<file path="config.mk">
export PLATFORM = sky130hd
export DESIGN_NAME = collision_resolver
export DESIGN_NICKNAME = d
export VERILOG_FILES = /design/src/rtl/collision_resolver.sv
export SDC_FILE = /design/constraint.sdc
export NUM_CORES = 1
export LEC_CHECK = 0
export BUFFER_PORTS_ARGS = -buffer_cell sky130_fd_sc_hd__buf_4
export CAP_MARGIN = 20
export CORE_ASPECT_RATIO = 1.75
export CORE_MARGIN = 5
export CORE_UTILIZATION = 45
export DETAILED_ROUTE_END_ITERATION = 10
export PLACE_DENSITY = 0.74
export SYNTH_ARGS = -nofsm -noshare
export SYNTH_HDL_FRONTEND = slang
export SYNTH_SLANG_ARGS = --single-unit
</file>
<file path="constraint.sdc">
create_clock -name clock -period 7.6 [get_ports clock]
set_clock_uncertainty 0.05 [all_clocks]
set_input_delay 0.38 -clock clock [delete_from_list [all_inputs] [get_ports clock]]
set_output_delay 0.38 -clock clock [all_outputs]
set_load 0.05 [all_outputs]
</file>
<file path="src/rtl/collision_resolver.sv">
// rtl/collision_resolver.sv - equal-mass elastic collision resolver for one particle pair
//
// Purpose: on a collision flag, captures one particle pair, swaps the two
// velocity vectors, then steps the balls apart one pixel per cycle until they
// no longer overlap (or MAX_SEP steps have been taken), and presents the
// resolved positions/velocities with a one-cycle done pulse.
//
// Ports:
//   clock, resetn                 clock and synchronous active-low reset
//   start                         collision flag, sampled only while idle
//   ball{1,2}{x,y}_in             pair positions (x 9 bits, y 8 bits)
//   v{1,2}{x,y}_in                signed VW-bit velocity components
//   ball{1,2}{x,y}_out            resolved positions, held until next done
//   v{1,2}{x,y}_out               resolved (swapped) velocities
//   busy                          high whenever the block is not idle
//   done                          one-cycle pulse, outputs valid while high
//   sep_fail                      pair still overlapped after MAX_SEP steps
//   coll_count                    16-bit successful-resolution counter,
//                                 present only with COLLISION_COUNT_EN

module collision_resolver #(
    parameter int BALL_WIDTH = 19,
    parameter int VW         = 4,
    parameter int X_MAX      = 319,
    parameter int Y_MAX      = 239,
    parameter int MAX_SEP    = 31
) (
    input  logic          clock,
    input  logic          resetn,
    input  logic          start,
    input  logic [8:0]    ball1x_in,
    input  logic [7:0]    ball1y_in,
    input  logic [8:0]    ball2x_in,
    input  logic [7:0]    ball2y_in,
    input  logic [VW-1:0] v1x_in,
    input  logic [VW-1:0] v1y_in,
    input  logic [VW-1:0] v2x_in,
    input  logic [VW-1:0] v2y_in,
    output logic [8:0]    ball1x_out,
    output logic [7:0]    ball1y_out,
    output logic [8:0]    ball2x_out,
    output logic [7:0]    ball2y_out,
    output logic [VW-1:0] v1x_out,
    output logic [VW-1:0] v1y_out,
    output logic [VW-1:0] v2x_out,
    output logic [VW-1:0] v2y_out,
    output logic          busy,
    output logic          done,
    output logic          sep_fail
`ifdef COLLISION_COUNT_EN
    ,
    output logic [15:0]   coll_count
`endif
);

    localparam int              CW        = (MAX_SEP < 1) ? 1 : $clog2(MAX_SEP + 1);
    localparam logic [9:0]      BW_X      = 10'(BALL_WIDTH);
    localparam logic [8:0]      BW_Y      = 9'(BALL_WIDTH);
    localparam logic [8:0]      XM        = 9'(X_MAX);
    localparam logic [7:0]      YM        = 8'(Y_MAX);
    localparam logic [CW-1:0]   SEP_LIMIT = CW'(MAX_SEP);

    typedef enum logic [1:0] {IDLE, SWAP, SEPARATE, DONE} state_t;

    state_t state, state_n;

    logic [8:0]    b1x, b2x;
    logic [7:0]    b1y, b2y;
    logic [VW-1:0] w1x, w1y, w2x, w2y;
    logic [CW-1:0] step_cnt;
    logic          fail_r;

    logic [9:0] dx, adx;
    logic [8:0] dy, ady;
    logic       overlap, at_limit, use_x, d_pos;
    logic [8:0] b1x_n, b2x_n;
    logic [7:0] b1y_n, b2y_n;

    // Pair geometry from the working registers. The extra top bit makes the
    // unsigned coordinate difference a proper two's-complement value.
    always_comb begin
        dx       = {1'b0, b1x} - {1'b0, b2x};
        dy       = {1'b0, b1y} - {1'b0, b2y};
        adx      = dx[9] ? (~dx + 10'd1) : dx;
        ady      = dy[8] ? (~dy + 9'd1) : dy;
        overlap  = (adx <= BW_X) && (ady <= BW_Y);
        at_limit = (step_cnt == SEP_LIMIT);
        use_x    = (adx >= {1'b0, ady});
        // d_pos: ball 1 lies strictly above ball 2 on the chosen axis, so it
        // moves up. A zero difference falls through to "ball 1 moves down".
        d_pos    = use_x ? (!dx[9] && (dx != 10'd0)) : (!dy[8] && (dy != 9'd0));
    end

    // One separation step; each ball clamps at its own wall independently.
    always_comb begin
        b1x_n = b1x;
        b2x_n = b2x;
        b1y_n = b1y;
        b2y_n = b2y;
        if (use_x) begin
            if (d_pos) begin
                if (b1x != XM)   b1x_n = b1x + 9'd1;
                if (b2x != 9'd0) b2x_n = b2x - 9'd1;
            end else begin
                if (b1x != 9'd0) b1x_n = b1x - 9'd1;
                if (b2x != XM)   b2x_n = b2x + 9'd1;
            end
        end else begin
            if (d_pos) begin
                if (b1y != YM)   b1y_n = b1y + 8'd1;
                if (b2y != 8'd0) b2y_n = b2y - 8'd1;
            end else begin
                if (b1y != 8'd0) b1y_n = b1y - 8'd1;
                if (b2y != YM)   b2y_n = b2y + 8'd1;
            end
        end
    end

    always_comb begin
        state_n = state;
        case (state)
            IDLE:     if (start) state_n = SWAP;
            SWAP:     state_n = SEPARATE;
            SEPARATE: if (!overlap || at_limit) state_n = DONE;
            DONE:     state_n = IDLE;
            default:  state_n = IDLE;
        endcase
    end

    always_ff @(posedge clock) begin
        if (!resetn) state <= IDLE;
        else         state <= state_n;
    end

    assign busy = (state != IDLE);

    always_ff @(posedge clock) begin
        if (!resetn) begin
            b1x        <= '0;
            b1y        <= '0;
            b2x        <= '0;
            b2y        <= '0;
            w1x        <= '0;
            w1y        <= '0;
            w2x        <= '0;
            w2y        <= '0;
            step_cnt   <= '0;
            fail_r     <= 1'b0;
            ball1x_out <= '0;
            ball1y_out <= '0;
            ball2x_out <= '0;
            ball2y_out <= '0;
            v1x_out    <= '0;
            v1y_out    <= '0;
            v2x_out    <= '0;
            v2y_out    <= '0;
            done       <= 1'b0;
            sep_fail   <= 1'b0;
`ifdef COLLISION_COUNT_EN
            coll_count <= '0;
`endif
        end else begin
            done <= 1'b0;
            case (state)
                IDLE: begin
                    if (start) begin
                        b1x <= ball1x_in;
                        b1y <= ball1y_in;
                        b2x <= ball2x_in;
                        b2y <= ball2y_in;
                        w1x <= v1x_in;
                        w1y <= v1y_in;
                        w2x <= v2x_in;
                        w2y <= v2y_in;
                    end
                end
                SWAP: begin
                    w1x      <= w2x;
                    w1y      <= w2y;
                    w2x      <= w1x;
                    w2y      <= w1y;
                    step_cnt <= '0;
                end
                SEPARATE: begin
                    if (!overlap || at_limit) begin
                        fail_r <= overlap;
                    end else begin
                        b1x      <= b1x_n;
                        b1y      <= b1y_n;
                        b2x      <= b2x_n;
                        b2y      <= b2y_n;
                        step_cnt <= step_cnt + CW'(1);
                    end
                end
                DONE: begin
                    ball1x_out <= b1x;
                    ball1y_out <= b1y;
                    ball2x_out <= b2x;
                    ball2y_out <= b2y;
                    v1x_out    <= w1x;
                    v1y_out    <= w1y;
                    v2x_out    <= w2x;
                    v2y_out    <= w2y;
                    sep_fail   <= fail_r;
                    done       <= 1'b1;
`ifdef COLLISION_COUNT_EN
                    if (!fail_r) coll_count <= coll_count + 16'd1;
`endif
                end
                default: ;
            endcase
        end
    end

endmodule

</file>
# == Word-level counts from Yosys, hierarchy flattened ==
# Index checks and enable logic that the tools add are counted.
# totals
register_bits,110
output_inout_bits,53
in_bits,53
wordCells,131
# classes
n_lt_le_gt_ge,3
n_eq_ne,21
n_reduce_logical,26
n_mux,45
bitwise_logic,2
n_addsub,13
# ops
op,count
2-to-1 mux 9 bit,13
2-to-1 mux 8 bit,12
case mux 9 bit (2 select lines),2
case mux 4 bit (2 select lines),4
case mux 8 bit (2 select lines),2
"adder 9 x 1 -> 9 bit, second input constant",3
nonzero test 9 bit,3
"!= test 3 bit, second input constant",8
AND reduction 6 bit,4
"!= test 9 bit, second input constant",2
"subtractor 9 x 1 -> 9 bit, second input constant",2
"adder 8 x 1 -> 8 bit, second input constant",2
2-to-1 mux 4 bit,4
"!= test 8 bit, second input constant",2
nonzero test 8 bit,2
"subtractor 8 x 1 -> 8 bit, second input constant",2
"adder 10 x 1 -> 10 bit, second input constant",1
greater-or-equal comparator 10 x 9 -> 1 bit,1
"<= comparator 10 x 5 -> 1 bit, second input constant",1
2-to-1 mux 10 bit,1
"!= test 2 bit, second input constant",5
inverter 10 bit,1
case mux 5 bit (2 select lines),1
nonzero test 10 bit,1
other kinds (18),31

# == Depth between registers and ports, before layout ==
# logic_depth
depth_word,10
mapped_depth,31
depth_no_buf,30

# == Least setup slack after synthesis ==
# Ideal clock, no wire load.
# synth_timing
path_kind,reg-to-reg
from,register b1x[0]
to,register b1x[8]
n_path_buf,1
synth_period_minus_slack_ns,5.973
path_slack_ns,1.627
setup_ns,0.119
path_stages_with_launch,28
arrival_ns,5.804
required_ns,7.431
path_cell_list,dfxtp_1 inv_1 ha_1 fa_1 nand2b_1 a21oi_1 xor2_1 or4b_1 o21ai_0 xnor2_1 ha_1 o21ai_0 a32oi_1 nand3_1 nand3_1 buf_2 inv_1 fa_1 inv_1 a21oi_1 o21bai_1 a21oi_1 o21bai_1 a21o_1 a21oi_1 xor2_1 o22a_1 o221a_1
# synth_between
elab_chain_cells,10
word_cells_on_any_way,28
cone_classes,add/sub (4); order compare (2); eq/ne (5); mux (8); bitwise (1); reduce/logical (8)
# synth_lines
element,line,rtl
from (decl),67,"logic [8:0] b1x, b2x;"
from (signal assigned),167,b1x <= ball1x_in;
from (signal assigned),188,b1x <= b1x_n;
subtractor 9 x 9 -> 10 bit,82,"dx = {1'b0, b1x} - {1'b0, b2x};"
inverter 10 bit,84,adx = dx[9] ? (~dx + 10'd1) : dx;
adder 10 x 1 -> 10 bit,84,
2-to-1 mux 10 bit,84,
greater-or-equal comparator 10 x 9 -> 1 bit / <= comparator 10 x 5 -> 1 bit (equally long branches),"88, 86",
2-to-1 mux 1 bit / logical AND 1 bit (equally long branches),"91, 86",
2-to-1 mux 9 bit / zero test 1 bit (equally long branches),"101, 185",
2-to-1 mux 9 bit / logical OR 1 bit (equally long branches),"100, 185",
2-to-1 mux 9 bit / != test 2 bit (equally long branches),--,
case mux 9 bit (2 select lines) / AND reduction 6 bit (equally long branches),--,
# Several ways; a longest one is shown, not always the timed one. The select of a mux whose other input is x is not followed.
# A chain may end at the register's enable or synchronous reset.

# == Final worst setup path ==
# layout_timing
from,register b2y[0]
to,register b2x[7]
# layout_between
elab_chain_cells,10
word_cells_on_any_way,22
cone_classes,add/sub (2); order compare (2); eq/ne (4); mux (6); bitwise (1); reduce/logical (7)
# layout_lines
element,line,rtl
from (decl),68,"logic [7:0] b1y, b2y;"
from (signal assigned),170,b2y <= ball2y_in;
from (signal assigned),191,b2y <= b2y_n;
subtractor 8 x 8 -> 9 bit (*),83,"dy = {1'b0, b1y} - {1'b0, b2y};"
inverter 9 bit,85,ady = dy[8] ? (~dy + 9'd1) : dy;
adder 9 x 1 -> 9 bit,85,
2-to-1 mux 9 bit,85,
greater-or-equal comparator 10 x 9 -> 1 bit / <= comparator 9 x 5 -> 1 bit (equally long branches),"88, 86",
2-to-1 mux 1 bit / logical AND 1 bit (equally long branches),"91, 86",
2-to-1 mux 9 bit / zero test 1 bit (equally long branches),"101, 185",
2-to-1 mux 9 bit / logical OR 1 bit (equally long branches),"100, 185",
2-to-1 mux 9 bit / != test 2 bit (equally long branches),--,
case mux 9 bit (2 select lines) / AND reduction 6 bit (equally long branches),--,
to (signal assigned),169,b2x <= ball2x_in;
to (signal assigned),190,b2x <= b2x_n;
to (decl),67,
# Mark *: on every way between the ends. The rest lies on a longest branch, timed or not. The select of a mux whose other input is x is not followed.

==> impl_metrics.json <==
{
  "crit_type": "flip-flop to flip-flop",
  "rows": 62,
  "drv_cap": 0,
  "gp_congestion": 0.905,
  "syn_nets": 1016,
  "antenna_found_initial": 0,
  "mappedNetlistArea_um2": 7580,
  "nets": 1090,
  "final-setup-viol-count": 0,
  "die_area_um2": 19600,
  "cp.required_ns": 7.74,
  "ys_seq_area_share_pct": 29.1,
  "period_share_pct": 83.8,
  "final_hold_viol_count": 0,
  "layout-drive-gt1-share_pct": 15.3,
  "cts_buffer_depth": 2,
  "htree_levels": 3,
  "grt_max_degree": 92,
  "route.detailed.drc": 0,
  "cts.sink_count": 110,
  "hold_path.class": "input port to flip-flop",
  "ys.flop_type": "dfxtp_1",
  "fin_crit_ns": 6.37,
  "yosysTopAreaCellShare_pct": 29.1,
  "drv_slew": 0,
  "vias_per_cell": 5.68,
  "post_cts_buffers": 0,
  "synth.distinct_cells": 78,
  "max_freq_mhz": 157,
  "die_w_um": 108,
  "grt_pass1_vias": 6698,
  "setup_tns_ns": 0,
  "yosysMostFrequentCell": "nor2_1",
  "clkSlewWorstSetupHoldPaths_ns": 0.08,
  "syn_to_final_growth_pct": 16.1,
  "numCtsBuffers": 9,
  "cp_data_arrival_time_ns": 6.50,
  "syn_avg_cell_area_um2": 8.46,
  "synth-edff-count": 0,
  "synthTopCellsByArea": "dfxtp_1 (29%), mux2i_1 (10%), ha_1 (10%), nor2_1 (5.5%), a21oi_1 (3.9%)",
  "dpl.hpwl_mm": 15.3,
  "synthCells": 896,
  "synth_top_area_cell": "dfxtp_1",
  "path_max_fanout": 17,
  "io_buffer_count": 105,
  "root_buffer": "clkbuf_16",
  "drtAntennaViolNets": 0,
  "rsz0062_at_grt": "false",
  "wl_per_cell_um": 16.9,
  "yosys-top-cells-count": "nor2_1 (112), dfxtp_1 (110), mux2i_1 (77)",
  "cts_tree": "done",
  "start_util_pct": 45.9,
  "dr.pass1.iters": 4,
  "die_h_um": 182,
  "diodes": 0,
  "start_kind": "flip-flop",
  "io_pins": 106,
  "async_flop_share_pct": 0,
  "maxSlewHeadroom_pct": 34.7,
  "wl_mm": 20.3,
  "status": "completed",
  "holdBufCountCts": 0,
  "fill_cells": 1529,
  "ys_warn_count": 0,
  "cts-resized-gates": 0,
  "critPathCaptureType": "flip-flop",
  "overflow": 0,
  "ys_seq_elements": 110,
  "dr.first_iter.drc_count": 347,
  "grt_pass1_wl_mm": 33.1,
  "clk_latency_ns": 0.35,
  "track_usage_pct": 20.7,
  "vias": 6802,
  "core_um2": 16500,
  "tightest_slew_ns": 0.979
}
[final timing paths]
kind                            cells after the start                     start                       end  slack, ns
worst max-delay path                               26       b2y[0]$_SDFFE_PN0P_       b2x[7]$_SDFFE_PN0P_       1.23
worst min-delay path                                3                 v2x_in[3]       w2x[3]$_SDFFE_PN0P_       0.33
worst max register to register                     26       b2y[0]$_SDFFE_PN0P_       b2x[7]$_SDFFE_PN0P_       1.23
worst min register to register                      2  step_cnt[4]$_SDFFE_PN0P_  step_cnt[4]$_SDFFE_PN0P_       0.44
[cells in the final DEF (no fill, tap or decap), types with 14 or more instances in the layout]
cell type  count
inv_1         44
dfxtp_1      110
buf_4        110
nor3_1        15
mux2i_1       77
ha_1          60
nor2_1       112
nand3_1       35
xnor2_1       25
nand2_1       41
xor2_1        18
a21oi_1       59
a211oi_1      34
a21o_1        19
o211ai_1      14
[sequential cells by signal (all words and copies together) (netlist names), 2 cells and up]
register,cells
b1x,9
b2x,9
ball1x_out,9
ball2x_out,9
b1y,8
b2y,8
ball1y_out,8
ball2y_out,8
step_cnt,5
v1x_out,4
v1y_out,4
v2x_out,4
v2y_out,4
w1x,4
w1y,4
w2x,4
w2y,4
state,2
[kinds of logic after synthesis]
logic type | count (synthesis) | synth area share (%)
and+or+nand+nor | 288 | 18.6
AOI/OAI and AO/OA | 210 | 19.3
DFF | 110 | 29.1
buffers and inverters | 92 | 4.72
muxes | 83 | 11.1
adders and majority gates | 67 | 11.7
xor gates and xnor gates | 46 | 5.61
[cell type report]
class | count | area [um2] | area share, %
clock buffer | 11 | 253 | 2.87
clock inverter | 4 | 38.8 | 0.441
inverter | 45 | 169 | 1.92
multi-input combinational | 694 | 5030 | 57.2
sequential | 110 | 2200 | 25.0
tap | 224 | 280 | 3.18
timing repair buffer | 110 | 826 | 9.38
[critical path, stage by stage (launching register included)]
cell,delay [ns]
dfxtp_1,0.53
ha_1,0.24
inv_1,0.05
fa_1,0.40
a211oi_2,0.30
nor2_1,0.13
xnor2_2,0.34
o211ai_1,0.23
or3_1,0.40
or2_2,0.30
ha_1,0.27
o21ai_0,0.07
a32oi_1,0.26
a21o_1,0.13
nand3_1,0.08
inv_1,0.52
ha_1,0.35
a21o_1,0.17
a21oi_1,0.21
o21bai_1,0.09
a21oi_1,0.24
o21bai_1,0.09
a21oi_1,0.20
xor2_1,0.18
nor2_1,0.06
a221oi_1,0.22
a311oi_1,0.08
[through the flow]
stage / instance area (um2) / setup WS [ns] / std cells / hold slack [ns] / util, %
finish: 8800 / 1.23 / 1198 / 0.329 / 53.3
global route: 8800 / 0.476 / 1198 / 0.337 / 53.3
CTS: 8800 / 1.24 / 1198 / 0.325 / 53.3
detailed placement: 8510 / 1.25 / 1183 / 0.430 / 51.5
global placement: 8510 / 1.43 / 1183 / 0.405 / 51.5
floorplan: 7580 / 1.63 / 896 / 0.398 / -
[metal layers]
metal	vias to the layer above	part of all wire [%]	wire length, um	GRT usage (%)
met5	-	0	0	0
met4	0	2.4	494	7.28
met3	32	4.9	985	3.52
met2	167	52	10600	37.6
met1	3225	40	8200	24.0
li1	3378	-	-	-
Power is not shown: default switching activity piles up to over one toggle a cycle in this logic, so the estimate is an artifact.
